[src/rtl/pipe_feeder_pkg.sv]
// Shared types and constants for the procedural obstacle source.
package pipe_feeder_pkg;

   typedef enum logic [1:0] {
      S_IDLE = 2'd0,
      S_GAP  = 2'd1,
      S_PIPE = 2'd2
   } state_t;

   localparam logic [15:0] LFSR_TAPS  = 16'hB400;
   localparam int          HEIGHT_W   = 2;
   localparam int          COUNT_W    = 8;
   localparam int          REM_W      = 5;
   localparam int          RAMP_FLOOR = 3;

   // One step of the right-shifting Galois LFSR.
   function automatic logic [15:0] lfsr_next(input logic [15:0] v);
      return (v >> 1) ^ (v[0] ? LFSR_TAPS : 16'h0000);
   endfunction

   // Gap minimum shrunk by one column per 16 pipes, never below the floor.
   function automatic logic [REM_W-1:0] ramp_gap_min(input logic [REM_W-1:0] base,
                                                     input logic [3:0]       tier);
      logic [REM_W:0] diff;
      diff = {1'b0, base} - {2'b00, tier};
      if (diff[REM_W] || (diff < (REM_W+1)'(RAMP_FLOOR)))
         return REM_W'(RAMP_FLOOR);
      return diff[REM_W-1:0];
   endfunction

endpackage

[src/rtl/pipe_lfsr.sv]
// 16-bit Galois LFSR with synchronous load and step; a zero load becomes SEED
// so the register can never lock up at zero.
module pipe_lfsr
   import pipe_feeder_pkg::*;
#(
   parameter logic [15:0] SEED = 16'hACE1
) (
   input  logic        clk,
   input  logic        resetn,
   input  logic        load,
   input  logic [15:0] load_value,
   input  logic        step,
   output logic [15:0] value
);

   logic [15:0] lfsr_q;

   // Load wins over step; both are ignored while the register is in reset.
   always_ff @(posedge clk or negedge resetn) begin
      if (!resetn) begin
         lfsr_q <= SEED;
      end else if (load) begin
         lfsr_q <= (load_value != 16'h0000) ? load_value : SEED;
      end else if (step) begin
         lfsr_q <= lfsr_next(lfsr_q);
      end
   end

   assign value = lfsr_q;

endmodule

[src/rtl/pipe_feeder.sv]
// Endless pseudo-random column stream feeding the game datapath scroll register.
// Optional build macro PIPE_FEEDER_RAMP_EN: gap minimum shrinks as pipes accumulate.
module pipe_feeder
   import pipe_feeder_pkg::*;
#(
   parameter logic [15:0] SEED     = 16'hACE1,
   parameter int          GAP_MIN  = 8,
   parameter int          GAP_SPAN = 8,
   parameter int          PIPE_W   = 2
) (
   input  logic                clk,
   input  logic                resetn,
   input  logic                start,
   input  logic                move,
   input  logic                advance,
   input  logic [15:0]         seed_in,
   output logic [HEIGHT_W-1:0] col_height,
   output logic                col_valid,
   output logic [COUNT_W-1:0]  pipe_count
);

   localparam logic [REM_W-1:0] GAP_MIN_L = REM_W'(GAP_MIN);
   localparam logic [REM_W-1:0] PIPE_W_L  = REM_W'(PIPE_W);
   localparam logic [2:0]       SPAN_MASK = 3'(GAP_SPAN - 1);

   state_t              state_q, state_d;
   logic [REM_W-1:0]    col_rem_q, col_rem_d;
   logic [HEIGHT_W-1:0] height_q, height_d;
   logic                valid_q, valid_d;
   logic [COUNT_W-1:0]  count_q, count_d;
   logic [15:0]         lfsr_value;
   logic                accept;
   logic [REM_W-1:0]    gap_min_eff;
   logic [REM_W-1:0]    gap_draw;
   logic [HEIGHT_W-1:0] height_draw;
   logic                lfsr_unused;

   assign accept = advance & move & ~start;

   pipe_lfsr #(.SEED(SEED)) u_lfsr (
      .clk        (clk),
      .resetn     (resetn),
      .load       (start),
      .load_value (seed_in),
      .step       (accept),
      .value      (lfsr_value)
   );

`ifdef PIPE_FEEDER_RAMP_EN
   assign gap_min_eff = ramp_gap_min(GAP_MIN_L, count_q[7:4]);
`else
   assign gap_min_eff = GAP_MIN_L;
`endif

   assign gap_draw    = gap_min_eff + {2'b00, lfsr_value[2:0] & SPAN_MASK};
   assign height_draw = (lfsr_value[9:8] == 2'b00) ? 2'b01 : lfsr_value[9:8];
   assign lfsr_unused = ^{lfsr_value[15:10], lfsr_value[7:3]};

   // State and output registers; everything freezes unless start or an accepted advance.
   always_ff @(posedge clk or negedge resetn) begin
      if (!resetn) begin
         state_q   <= S_IDLE;
         col_rem_q <= '0;
         height_q  <= '0;
         valid_q   <= 1'b0;
         count_q   <= '0;
      end else begin
         state_q   <= state_d;
         col_rem_q <= col_rem_d;
         height_q  <= height_d;
         valid_q   <= valid_d;
         count_q   <= count_d;
      end
   end

   // Next column: draws use the LFSR value from before this advance steps it.
   always_comb begin
      state_d   = state_q;
      col_rem_d = col_rem_q;
      height_d  = height_q;
      valid_d   = valid_q;
      count_d   = count_q;
      if (start) begin
         state_d   = S_IDLE;
         col_rem_d = '0;
         height_d  = '0;
         valid_d   = 1'b0;
         count_d   = '0;
      end else if (accept) begin
         unique case (state_q)
            S_IDLE: begin
               state_d   = S_GAP;
               col_rem_d = gap_draw;
               height_d  = '0;
               valid_d   = 1'b1;
            end
            S_GAP: begin
               if (col_rem_q == REM_W'(1)) begin
                  state_d   = S_PIPE;
                  col_rem_d = PIPE_W_L;
                  height_d  = height_draw;
               end else begin
                  col_rem_d = col_rem_q - REM_W'(1);
               end
            end
            S_PIPE: begin
               if (col_rem_q == REM_W'(1)) begin
                  state_d   = S_GAP;
                  col_rem_d = gap_draw;
                  height_d  = '0;
                  if (count_q != {COUNT_W{1'b1}}) begin
                     count_d = count_q + COUNT_W'(1);
                  end
               end else begin
                  col_rem_d = col_rem_q - REM_W'(1);
               end
            end
            default: begin
               state_d   = S_IDLE;
               col_rem_d = '0;
               height_d  = '0;
               valid_d   = 1'b0;
            end
         endcase
      end
   end

   assign col_height = height_q;
   assign col_valid  = valid_q;
   assign pipe_count = count_q;

endmodule
[config.mk]
export PLATFORM = sky130hd
export DESIGN_NAME = pipe_feeder
export DESIGN_NICKNAME = d
export VERILOG_FILES = /design/src/rtl/pipe_feeder_pkg.sv /design/src/rtl/pipe_lfsr.sv /design/src/rtl/pipe_feeder.sv
export SDC_FILE = /design/constraint.sdc
export NUM_CORES = 1
export LEC_CHECK = 0
export CORE_UTILIZATION = 25
export CTS_CLUSTER_SIZE = 20
export DETAILED_ROUTE_END_ITERATION = 12
export SKIP_LAST_GASP = 1
export SYNTH_ARGS = -nofsm -noshare
export SYNTH_HDL_FRONTEND = slang
export SYNTH_SLANG_ARGS = --single-unit
[constraint.sdc]
create_clock -name clk -period 2.26 [get_ports clk]
set_input_delay 0.452 -clock clk [delete_from_list [all_inputs] [get_ports clk]]
set_output_delay 0.452 -clock clk [all_outputs]
set_load 0.02 [all_outputs]
==> flow_summary.yaml, run 1 <==
status:
  status: "finished clean"
floorplan:
  die_x_microns: 89.3
  io_pins: 32
  die_area_sq_um: 7970
  start_util_pct: 26.1
  floorplan.rows: 31
  die_h_microns: 89.3
  coreArea_sq_um: 7290
synth:
  synthCells: 200
  ys_seq_area_share_pct: 45.2
  yosys-top-cells-area: "dfrtp_1 34%, dfstp_2 11%, nor2_1 6.3%"
  ys.flop_type: "dfrtp_1"
  synth_seq_cells: 34
  ys_types: 36
  netlist_area_sq_um: 1900
  postSynthAreaPerCell_sq_um: 9.52
  syn-num-nets: 229
  synth_top_area_share_pct: 34.2
  ys_async_sr_fraction_pct: 100
  yosysTopAreaCell: "dfrtp_1"
  synth_edf_count: 0
  ys_warn_count: 0
global_route:
  grtUsageTotal_pct: 11.8
  grt_pass1_wl_microns: 7180
  antenna_found_initial: 0
  grt_pass1_vias: 1513
  grt_max_degree: 41
  grt-ovfl-total: 0
route:
  via_per_inst: 4.61
  wire_per_inst_microns: 12.7
  drcViolationCount: 0
  routed.top_layer: "met4"
  wirelength_met1_microns: 2040
  ant_nets: 0
  wl_met3_microns: 144
  routed_wl_microns: 4250
  drt-initial-drc-count: 152
  dr.pass1.iters: 4
  via_count: 1544
  routed-wl-met2_microns: 2030
setup_path:
  path_delay_family: "simple AND/OR/NAND/NOR gates"
  cp.required_ns: 2.45
  cp_cell_sequence: "inv_1 > ha_1 > nor4b_4 > buf_4 > o211ai_4 > or4_1 > a21oi_1"
  crit_buf_inv: 2
  cp_max_fo: 10
  cpPeakStageDelay_ns: 0.49
  cpMaxStageDelayCell: "or4_1"
  crit_arrival_ns: 2.15
  critPathLaunchType: "register"
  setup.worst_path.start: "col_rem_q[1]$_DFFE_PN0N_"
  path_class: "reg -> reg"
  end_kind: "register"
  r2r_start: "col_rem_q[1]$_DFFE_PN0N_"
cts:
  post_cts_buffers: 0
  cts-hold-fix-buffers: 0
  cts_made_buffers: 5
  cts_tree: "built"
  cts.sinks: 34
  cts.path.max_buffers: 2
  cts-htree-levels: 2
  ctsResizeCount: 0
  clockRootBuffer: "clkbuf_8"
  clk_pin_slew_worst_paths_ns: 0.07
  clk_latency_ns: 0.28
hold_path:
  worstHoldStart: "col_height[0]$_DFFE_PN0P_"
  hold_class: "reg -> reg"
flow_run:
  timing.max_cap.violations: 0
place:
  port_buffers: 31
  place_congestion: 0.801
  hpwlAfterDp_microns: 3100
layout:
  synthToLayoutAreaGrowth_pct: 27.2
  drive_gt1_share_pct: 11.0
  n_fill_cell: 774
  n_antenna_cell: 0
  final_common_cell: "nor2_1"
  layout_common_cells: "32 x nor2_1, 31 x clkdlybuf4s50_1, 26 x dfrtp_1, 16 x a21oi_1, 14 x nand2_1"
  nets: 264
timing:
  max_slew.worst_pin.slew_ns: 0.566
  fin_crit_sh_pct: 86.7
  setup-violations-final: 0
  fin_skew_ns: 0.00823
  finalCriticalPeriod_ns: 1.96
  drv_slew: 0
  hold_viol: 0
  maxSlewHeadroom_pct: 61.9
  max_freq_mhz: 511
  tns_ns: 0
  rsz0062_at_grt: "false"
power_and_ir_drop:
  power_density_nw_per_um2: 560
  total_power_mw: 1.36
  p_leak_nw: 0.995
  ir_worst_vdd_mv: 0.275
==> Yosys cell counts (all sizes together) (3+ instances only) <==
| library cell | count |
|---|---|
| nand2 | 14 |
| nor2 | 32 |
| nand3 | 4 |
| a221o | 3 |
| dfrtp | 26 |
| ha | 8 |
| o21ai | 13 |
| dfstp | 8 |
| xnor2 | 6 |
| a21oi | 16 |
| mux2i | 10 |
| nor4 | 5 |
| nand4 | 5 |
| inv | 9 |
| clkbuf | 7 |
| or3 | 5 |
| o22a | 8 |
==> layer usage <==
layer / vias up / GRT usage (%)
met1: 736 / 15.6
met4: 0 / 3.03
li1: 784 / -
met5: - / 0
met3: 5 / 2.59
met2: 19 / 19.4
==> power breakdown <==
| group | leakage [nW] | internal, mW | total [mW] | switching (mW) |
|---|---|---|---|---|
| clock | 0.0395 | 0.219 | 0.416 | 0.197 |
| combinational | 0.526 | 0.120 | 0.242 | 0.122 |
| sequential | 0.430 | 0.661 | 0.697 | 0.0367 |
| total | 0.995 | 1.00 | 1.36 | 0.356 |
==> worst paths after layout <==
check / end / slack, ns / cells after the start
worst max register to register: pipe_count[7]$_DFFE_PN0P_ / 0.30 / 7
min in group asynchronous: col_valid$_DFFE_PN0P_ / 0.58 / 2
worst min-delay path: col_height[0]$_DFFE_PN0P_ / 0.53 / 2
worst min register to register: col_height[0]$_DFFE_PN0P_ / 0.53 / 2
worst max-delay path: pipe_count[7]$_DFFE_PN0P_ / 0.30 / 7
max in group asynchronous: u_lfsr.value[10]$_DFFE_PN1N_ / 1.32 / 2
==> through the flow <==
| stage | util [%] | cell area [sq um] | cells | hold WS (ns) | setup slack [ns] |
|---|---|---|---|---|---|
| after floorplan | - | 1900 | 200 | 0.156 | 0.395 |
| after global placement | 32.1 | 2340 | 327 | 0.537 | 0.196 |
| after detailed placement | 32.1 | 2340 | 327 | 0.537 | 0.172 |
| after CTS | 33.2 | 2420 | 335 | 0.546 | 0.297 |
| after global routing | 33.2 | 2420 | 335 | 0.568 | 0.129 |
| final | 33.2 | 2420 | 335 | 0.534 | 0.301 |
==> worst min-delay path: stages, from the launching register on <==
cell and delay, ns:
dfrtp_1 0.38, nand2_1 0.06, a21oi_1 0.05
==> final cells by class <==
class | instances | area [sq um] | share of cell area [%]
Multi-Input combinational cell | 148 | 968 | 40.0
Tap cell | 99 | 124 | 5.11
Sequential cell | 34 | 861 | 35.5
Timing Repair Buffer | 37 | 355 | 14.7
Inverter | 9 | 33.8 | 1.39
Clock buffer | 8 | 80.1 | 3.31
==> cell families (layout without fill, tap and decap cells) <==
group           count (synthesis)  in the layout  synth area share (%)
fa+ha+maj                       8              8                  5.26
simple gates                   75             75                  20.1
flops                          34             34                  45.2
buf+inv                        18             54                  3.94
compound gates                 48             48                  17.0
mux                            10             10                  5.26
xor+xnor                        7              7                  3.22
==> flip-flops by register name (all words and copies together) (netlist names) <==
register	count
col_valid	1
pipe_count	8
u_lfsr.value	16
col_rem_q	5
state_q	2
col_height	2
Note: power is estimated with default switching activity, not from simulation.
==> inputs of run 2 (changes only) <==
- CTS_BUF_LIST: unset -> sky130_fd_sc_hd__clkbuf_4
- TNS_END_PERCENT: unset -> 10
==> flow_summary.yaml, run 2 (same netlist as run 1, synthesis figures left out) <==
status:
  status: "finished clean"
floorplan:
  io_pins: 32
  die_area_sq_um: 7970
  start_util_pct: 26.1
  coreArea_sq_um: 7290
  die_h_microns: 89.3
  floorplan.rows: 31
  die_x_microns: 89.3
place:
  port_buffers: 31
  hpwlAfterDp_microns: 3100
  place_congestion: 0.801
route:
  dr.pass1.iters: 4
  ant_nets: 0
  via_count: 1541
  routed_wl_microns: 4260
  drcViolationCount: 0
  drt-initial-drc-count: 101
  wire_per_inst_microns: 12.7
  via_per_inst: 4.60
layout:
  layout_common_cells: "32 x nor2_1, 31 x clkdlybuf4s50_1, 26 x dfrtp_1, 16 x a21oi_1, 14 x nand2_1"
  final_common_cell: "nor2_1"
  nets: 264
  final_util_pct: 32.9
  n_fill_cell: 775
  largest_reg_flops: 16
  n_antenna_cell: 0
  regArea_sq_um: 861
  drive_gt1_share_pct: 12.3
  multiInputGateArea_sq_um: 968
  synthToLayoutAreaGrowth_pct: 26.1
cts:
  cts.sinks: 34
  clk_pin_slew_worst_paths_ns: 0.11
  clk_latency_ns: 0.33
  cts.path.max_buffers: 2
  cts-hold-fix-buffers: 0
  cts_made_buffers: 5
  cts_tree: "built"
  ctsResizeCount: 0
  post_cts_buffers: 0
  clockRootBuffer: "clkbuf_4"
  cts-htree-levels: 2
timing:
  finalCriticalPeriod_ns: 1.97
  max_slew.worst_pin.slew_ns: 0.566
  maxSlewHeadroom_pct: 61.9
  max_freq_mhz: 507
  hold_viol: 0
  fin_crit_sh_pct: 87.3
  tns_ns: 0
  rsz0062_at_grt: "false"
  fin_skew_ns: 0.0149
  drv_slew: 0
  setup-violations-final: 0
setup_path:
  path_class: "reg -> reg"
  critPathLaunchType: "register"
  cp.required_ns: 2.51
  crit_arrival_ns: 2.22
  cp_max_fo: 10
  end_kind: "register"
global_route:
  grt_pass1_wl_microns: 7180
  antenna_found_initial: 0
  grtUsageTotal_pct: 11.8
  grt_max_degree: 41
  grt_pass1_vias: 1514
  grt-ovfl-total: 0
power_and_ir_drop:
  p_leak_nw: 0.993
  power_density_nw_per_um2: 537
  ir_worst_vdd_mv: 0.197
flow_run:
  timing.max_cap.violations: 0
hold_path:
  hold_class: "in -> async"
==> run 2: power by group <==
part	total, mW	internal (mW)	switching, mW
Combinational	0.242	0.120	0.122
Clock	0.352	0.160	0.192
Sequential	0.697	0.660	0.0367
==> run 2: metrics by stage <==
stage | power [mW] | setup slack, ns | hold WS, ns | instance area [sq um] | std cells
final | 1.29 | 0.288 | 0.511 | 2400 | 335
after global routing | 1.37 | 0.121 | 0.548 | 2400 | 335
after CTS | 1.31 | 0.281 | 0.526 | 2400 | 335
after detailed placement | 0.953 | 0.172 | 0.537 | 2340 | 327
after global placement | 0.951 | 0.196 | 0.537 | 2340 | 327
after floorplan | 0.854 | 0.395 | 0.156 | 1900 | 200
==> run 2: worst paths after layout <==
check | start | endpoint | slack, ns | cells after the start
min in group clk | col_height[0]$_DFFE_PN0P_ | col_height[0]$_DFFE_PN0P_ | 0.54 | 2
worst min-delay path | resetn | col_valid$_DFFE_PN0P_ | 0.51 | 2
worst max register to register | col_rem_q[1]$_DFFE_PN0N_ | pipe_count[7]$_DFFE_PN0P_ | 0.29 | 7
max in group asynchronous | resetn | u_lfsr.value[5]$_DFFE_PN1N_ | 1.39 | 2
worst max-delay path | col_rem_q[1]$_DFFE_PN0N_ | pipe_count[7]$_DFFE_PN0P_ | 0.29 | 7
worst min register to register | col_height[0]$_DFFE_PN0P_ | col_height[0]$_DFFE_PN0P_ | 0.54 | 2
==> run 2: cell type report <==
| type | count | area share [%] |
|---|---|---|
| Multi-Input combinational cell | 148 | 40.3 |
| Timing Repair Buffer | 37 | 14.8 |
| Tap cell | 99 | 5.16 |
| Clock buffer | 8 | 2.50 |
| Inverter | 9 | 1.41 |
| Sequential cell | 34 | 35.8 |
==> run 2: routing by layer <==
layer  GRT usage, %  share of wire [%]
met4           3.46                1.2
met3           2.86                3.9
met1           15.6                 47
met5              0                  0
met2           19.3                 48
==> run 2: critical path, stage by stage (launching register included) <==
cell	delay, ns
dfrtp_1	0.41
inv_1	0.10
ha_1	0.18
nor4b_4	0.19
buf_4	0.20
o211ai_4	0.14
or4_1	0.48
a21oi_1	0.16
